==> src/rtl/irq_pkg.sv <==
// Shared types and constants for the external interrupt controller.
package irq_pkg;

  // Request handshake states toward the core.
  typedef enum logic [1:0] {
    IDLE    = 2'd0,
    REQ     = 2'd1,
    RELEASE = 2'd2
  } irq_state_t;

  // ESR code the core reports for an external interrupt; shared with the core controller.
  localparam logic [3:0] ESTATUS_EXT_IRQ = 4'b0001;

endpackage : irq_pkg

==> src/rtl/irq_prio_enc.sv <==
// Fixed-priority encoder: returns the lowest set index of req (index 0 wins).
module irq_prio_enc
  import irq_pkg::*;
#(
  parameter int NSRC = 4,
  parameter int IDW  = (NSRC > 1) ? $clog2(NSRC) : 1
) (
  input  logic [NSRC-1:0] req,
  output logic [IDW-1:0]  idx,
  output logic            any
);

  // Scan from the top down so the lowest set index is the last one written.
  always_comb begin
    // NOTE: every output gets a default before the loop so no path leaves it unassigned (no latch).
    idx = '0;
    any = |req;
    for (int i = NSRC - 1; i >= 0; i--) begin
      if (req[i]) idx = IDW'(i);
    end
  end

endmodule : irq_prio_enc

==> src/rtl/irq_controller.sv <==
// External interrupt controller: edge capture, pending/lost tracking, fixed-priority
// arbitration and the four-phase ExtIRQ / ExtlAck handshake toward the core.
module irq_controller
  import irq_pkg::*;
#(
  parameter int NSRC = 4,
  parameter int IDW  = (NSRC > 1) ? $clog2(NSRC) : 1
) (
  input  logic            clk,
  input  logic            reset_n,
  input  logic [NSRC-1:0] irq_src,
  input  logic [NSRC-1:0] irq_mask,
  input  logic            ExtlAck,
  output logic            ExtIRQ,
  output logic [IDW-1:0]  irq_id,
  output logic [NSRC-1:0] irq_pending,
  output logic [NSRC-1:0] irq_lost,
  output logic [NSRC-1:0] src_ack
);

  irq_state_t      state_q, state_d;
  logic            armed_q;
  logic [NSRC-1:0] src_q;
  logic [NSRC-1:0] pending_q, pending_d;
  logic [NSRC-1:0] lost_q, lost_d;
  logic [NSRC-1:0] src_ack_q, src_ack_d;
  logic            ext_irq_q, ext_irq_d;
  logic [IDW-1:0]  irq_id_q, irq_id_d;

  logic [NSRC-1:0] src_edge;
  logic [NSRC-1:0] eligible;
  logic [NSRC-1:0] retire;
  logic [IDW-1:0]  arb_idx;
  logic            arb_any;

  // Lowest-index unmasked pending source; only consulted while IDLE.
  irq_prio_enc #(
    .NSRC (NSRC),
    .IDW  (IDW)
  ) u_prio_enc (
    .req (eligible),
    .idx (arb_idx),
    .any (arb_any)
  );

  // Edge detect and retire decode. Edges are ignored on the first clock after reset,
  // while src_q is still zero, so a line that is already high at release is not a request.
  always_comb begin
    src_edge = armed_q ? (irq_src & ~src_q) : '0;
    eligible = pending_q & ~irq_mask;
    retire   = '0;
    for (int i = 0; i < NSRC; i++) begin
      retire[i] = (state_q == REQ) && ExtlAck && (irq_id_q == IDW'(i));
    end
  end

  // Pending/lost bookkeeping: a new edge beats the retire of the same source.
  always_comb begin
    pending_d = (pending_q & ~retire) | src_edge;
    lost_d    = (lost_q & ~retire) | (src_edge & pending_q & ~retire);
    src_ack_d = retire;
  end

  // Next-state logic of the request handshake; irq_id is latched only on IDLE -> REQ.
  always_comb begin
    state_d  = state_q;
    irq_id_d = irq_id_q;
    unique case (state_q)
      IDLE: begin
        if (arb_any) begin
          state_d  = REQ;
          irq_id_d = arb_idx;
        end
      end
      REQ: begin
        if (ExtlAck) state_d = RELEASE;
      end
      RELEASE: begin
        if (!ExtlAck) state_d = IDLE;
      end
      default: state_d = IDLE;
    endcase
    ext_irq_d = (state_d == REQ);
  end

  // All state and registered outputs; reset clears everything, including mid-request.
  always_ff @(posedge clk or negedge reset_n) begin
    if (!reset_n) begin
      state_q   <= IDLE;
      armed_q   <= 1'b0;
      src_q     <= '0;
      pending_q <= '0;
      lost_q    <= '0;
      src_ack_q <= '0;
      ext_irq_q <= 1'b0;
      irq_id_q  <= '0;
    end else begin
      // NOTE: non-blocking assignments so every flop samples the pre-edge values.
      state_q   <= state_d;
      armed_q   <= 1'b1;
      src_q     <= irq_src;
      pending_q <= pending_d;
      lost_q    <= lost_d;
      src_ack_q <= src_ack_d;
      ext_irq_q <= ext_irq_d;
      irq_id_q  <= irq_id_d;
    end
  end

  assign ExtIRQ      = ext_irq_q;
  assign irq_id      = irq_id_q;
  assign irq_pending = pending_q;
  assign irq_lost    = lost_q;
  assign src_ack     = src_ack_q;

endmodule : irq_controller

==> config.mk <==
export PLATFORM = sky130hd
export DESIGN_NAME = irq_controller
export DESIGN_NICKNAME = d
export VERILOG_FILES = /design/src/rtl/irq_pkg.sv /design/src/rtl/irq_prio_enc.sv /design/src/rtl/irq_controller.sv
export SDC_FILE = /design/constraint.sdc
export NUM_CORES = 1
export LEC_CHECK = 0
export ABC_AREA = 1
export CAP_MARGIN = 20
export CORE_MARGIN = 2
export CORE_UTILIZATION = 48
export CTS_BUF_LIST = sky130_fd_sc_hd__clkbuf_8
export DETAILED_ROUTE_END_ITERATION = 6
export PLACE_DENSITY = 0.81
export SLEW_MARGIN = 10
export SYNTH_ARGS = -nofsm -noshare
export SYNTH_HDL_FRONTEND = slang
export SYNTH_HIERARCHICAL = 1
export SYNTH_SLANG_ARGS = --single-unit
==> constraint.sdc <==
create_clock -name clk -period 1.4 [get_ports clk]
set_clock_uncertainty 0.2 [all_clocks]
set_input_delay 0.28 -clock clk [delete_from_list [all_inputs] [get_ports clk]]
set_output_delay 0.28 -clock clk [all_outputs]
set_load 0.01 [all_outputs]
* Word level (Yosys, flattened, before mapping)
Index checks and enable logic that the tools add are counted.
** Word-level totals
- Flip-flop bits (word level) :: 22
- Bits of input ports :: 11
- Output and inout bits :: 15
- Logic and storage cells :: 43
** Cells by class
- Equality and inequality tests :: 6
- Mux-type cells :: 9
- Bitwise logic cells :: 11
- Reductions and logical operators :: 9
** Operator list (number)
- 4-bit bitwise AND :: 6
- 2-bit two-way mux :: 7
- 4-bit NOT :: 3
- 4-bit OR :: 2
- 2-bit by 1-bit equality test with 1-bit output, second input constant :: 3
- 2-bit equality test, second input constant :: 3
- 2-bit one-hot mux with 3 select lines :: 1
- 1-bit logical AND :: 5
- 2-bit zero test :: 2
- 4-bit two-way mux :: 1
- 4-bit OR reduction :: 1
- 2-bit AND reduction :: 1

* Longest topological paths before layout
- Depth after elaboration :: 6
- Gate-level depth with buffers :: 7
- Depth with buffers taken out :: 7

* Modules after synthesis
The synthesis kept the hierarchy.
** By module, submodules not included
- irq_controller :: times used 1, cells an instance 84, area each 850.8 um^2, seq. area each 550.5 um^2
- irq_prio_enc :: times used 1, cells an instance 9, area each 46.3 um^2, seq. area each 0.0 um^2

* Worst setup path after synthesis
Ideal clock, no wire load.
- Path type :: reg2reg
- Start point :: register pending_q[0], in the netlist irq_pending[0]
- End point :: register irq_id_q[0], in the netlist irq_id[0]
- Setup time :: 126 ps
- Data arrival time :: 960 ps
- Data required time :: 1074 ps
- Path slack :: 114 ps
- Stages on the path, launching flop included :: 8
- Path buffers :: 0
- Clock period less this slack :: 1286 ps
- Cells stage by stage :: dfrtp_1 -> inv_1 -> nor2_1 -> inv_1 -> nand4_1 -> nand3_2 -> nand2_1 -> o21ai_0
** On the way
- Longest elaborated chain between the ends :: 3
- Elaborated cells on any way between the ends :: 4
- Those cells by class :: 1 x mux; 1 x bitwise; 2 x reduce/logical
** RTL lines
- from (decl) :: RTL line irq_controller.sv:24 : logic [NSRC-1:0] pending_q, pending_d;
- from (signal assigned) :: RTL line irq_controller.sv:102 : pending_q <= pending_d;
- 4-bit bitwise AND :: RTL line irq_controller.sv:50 : eligible = pending_q & ~irq_mask;
- net eligible[0] :: RTL line irq_controller.sv:31 : logic [NSRC-1:0] eligible;
- 4-bit OR reduction :: RTL line irq_prio_enc.sv:17 : any = |req;
- net arb_any :: RTL line irq_controller.sv:34 : logic arb_any;
- 2-bit AND reduction (no line)
- to (signal assigned) :: RTL line irq_controller.sv:106 : irq_id_q <= irq_id_d;
- to (decl) :: RTL line irq_controller.sv:28 : logic [IDW-1:0] irq_id_q, irq_id_d;
The timed path passes the listed nets, and every way through them passes these cells.
A chain may end at the register's enable or synchronous reset.

* Worst setup path in the final report
- Start point :: register lost_q[3], in the netlist irq_lost[3]
- End point :: output port irq_lost[3]
** RTL lines
- from (decl) :: RTL line irq_controller.sv:25 : logic [NSRC-1:0] lost_q, lost_d;
- from (signal assigned) :: RTL line irq_controller.sv:103 : lost_q <= lost_d;
- to (decl) :: RTL line irq_controller.sv:17 : output logic [NSRC-1:0] irq_lost,
No word-level cell between the ends.

==> impl_metrics.json <==
{
  "worst-path-max-fanout": 2,
  "clock_latency_ns": 0.26,
  "fin_crit_ns": 1.38,
  "period_share": 0.983,
  "syn_inst": 93,
  "clock-root-buffer": "clkbuf_8",
  "drc": 0,
  "cts_tree": "built",
  "criticalPathCategory": "reg -> out",
  "start_util": 0.514,
  "dieArea_um2": 2230,
  "num_rows": 15,
  "crit_path_top_delay_cell": "dfrtp_1",
  "cts.sinks": 22,
  "worstPathRequired_ns": 0.92,
  "worst_setup_path_start_kind": "flop",
  "hold_path.class": "in -> async",
  "dpl.hpwl_um": 1350,
  "avgSynthCellArea_um2": 9.65,
  "core_area_um2": 1750,
  "cp.arrival_ns": 0.90,
  "p_leak_nw": 0.639,
  "synth_top_area_frac": 0.614,
  "yosysSeqAreaShare": 0.614,
  "clk_pin_slew_ns": 0.07,
  "critPathMaxStageDelay_ns": 0.39,
  "synth_edf_count": 0,
  "routed-via-count": 708,
  "slew_viol_final": 0,
  "avgRoutedWirePerCell_um": 12.1,
  "timing.rr.start": "irq_pending[2]",
  "status": "finished, final reports clean",
  "setup_viol_count_final": 0,
  "grt_pass1_wl_um": 2910,
  "ys_ff_latch": 22,
  "drt_wl_total_um": 1860,
  "ir_drop_mv": 1.13,
  "crit_chain": "clkdlybuf4s15_1",
  "cap_violations": 0,
  "ys_types": 16,
  "dpl_cell_area_um2": 1230,
  "hold_viol_final": 0,
  "cp-end-kind": "output pin",
  "clockBufferDepth": 2,
  "overflow": 0,
  "crit_family": "flip-flops",
  "grt_pass1_vias": 734,
  "diodes": 0,
  "syn-cell-area_um2": 897,
  "rsz0062_at_grt": "yes",
  "tns_ns": 0,
  "die_h_um": 47.2,
  "synthFlopType": "dfrtp_1",
  "area_growth_pct": 43.2,
  "drt_iter0_drc": 8,
  "hold_ws_ns": 0.165,
  "timing.fmax_ghz": 0.727,
  "via_per_inst": 4.63,
  "io_buffers": 25,
  "cp.buffers_inverters": 1,
  "gp_congestion": 0.805,
  "synth_common_cells": "22 x dfrtp_1, 19 x inv_1, 13 x nand2_1",
  "cts_buffers": 3,
  "p_per_area_nw_per_um2": 1830,
  "antenna_found_initial": 0,
  "ys_warn_count": 6,
  "layout-drive-gt1-share": 0.242,
  "pin_count": 26,
  "synth_top_area_cell": "dfrtp_1",
  "fin_nets": 141,
  "htreeDepth": 1,
  "grt_usage": 0.194,
  "ant_nets": 0,
  "yosysMostFrequentCell": "dfrtp_1",
  "cp-startpoint": "irq_lost[3]",
  "die_w_um": 47.2,
  "async_reset_ff_frac": 1.00,
  "cts-hold-fix-buffers": 0,
  "first_pass_iters": 4,
  "finish.instance_area_um2": 1280,
  "grt_max_degree": 23,
  "synth_fp_nets": 104,
  "yosys-top-cells-area": "dfrtp_1 61%, inv_1 7.9%, nand2_1 5.4%"
}
## per-layer routing
layer	global-route usage	up-vias	part of all wire
li1	-	364	-
met1	0.210	329	0.44
met2	0.349	13	0.53
met3	0.0231	2	0.018
met4	0.128	0	0.010
met5	0	-	0
## path summary, 6_finish.rpt
kind / end / depth (start not counted) / slack (ns)
setup / recovery: irq_lost[3] / 1 / 0.02
hold / removal: src_ack[1] / 2 / 0.17
setup reg to reg: irq_id[0] / 7 / 0.08
hold reg to reg: irq_pending[3] / 3 / 0.31
max in group asynchronous: irq_lost[0] / 2 / 0.69
min in group clk: irq_pending[3] / 3 / 0.31
## timing repair
action                                 CTS  global route
endpoints found under the hold margin    0             0
setup buffers                            0             2
pin swaps                                0             7
setup endpoints to repair               15            11
resized for setup                       24            21
## logic make-up (layout without fill, tap and decap cells)
group | count (synthesis) | count (layout) | share of synthesized area
AO/OA/AOI/OAI | 14 | 14 | 0.103
other | 1 | 1 | 0.00418
flip-flops | 22 | 22 | 0.614
AND/OR/NAND/NOR | 33 | 33 | 0.181
buffers and inverters | 23 | 58 | 0.0976
## per-stage QoR
stage / cells / total power, W / setup slack [ns] / util
after floorplan: 93 / 0.00146 / 0.114 / -
after global placement: 148 / 0.00195 / -0.199 / 0.705
after detailed placement: 148 / 0.00201 / -0.269 / 0.705
after CTS: 151 / 0.00229 / 0.00271 / 0.725
after global routing: 153 / 0.00252 / -0.0473 / 0.736
final: 153 / 0.00235 / 0.0242 / 0.736
## power breakdown
group | total, W | internal, W | switching [W]
clock network | 0.000379 | 0.000192 | 0.000187
registers | 0.000966 | 0.000834 | 0.000132
logic | 0.00101 | 0.000471 | 0.000535
total | 0.00235 | 0.00150 | 0.000854
## placed cells by master, fill, tap and decap left out
cell / synthesis / routed
conb_1: 1 / 1
clkbuf_8: 0 / 3
nor2_4: 0 / 2
buf_4: 0 / 7
nor2_1: 8 / 4
clkbuf_2: 1 / 4
nand4_1: 5 / 5
nand3_2: 1 / 1
o31ai_1: 2 / 2
dlygate4sd2_1: 0 / 2
o21bai_1: 4 / 4
nand3_1: 5 / 5
nor2_2: 0 / 2
inv_2: 3 / 8
clkdlybuf4s15_1: 0 / 9
nand2_1: 13 / 13
dfrtp_1: 22 / 22
inv_1: 19 / 14
buf_12: 0 / 1
o21ai_1: 0 / 2
a21oi_1: 4 / 4
clkdlybuf4s50_1: 0 / 10
nand3_4: 1 / 1
a21oi_2: 2 / 2
## registers in the layout, summed over array words and instances (netlist names)
name	flops
ExtIRQ	1
src_q	4
armed_q	1
state_q	2
src_ack	4
irq_id	2
irq_pending	4
irq_lost	4
## area by class of cell
type / count / area [µm²]
inverter: 22 / 82.6
clock buffer: 3 / 41.3
multi-input combinational: 48 / 279
tap: 25 / 31.3
timing repair buffer: 33 / 300
sequential: 22 / 551
fill: 133 / 460
Note: power is estimated with default switching activity, not from simulation.
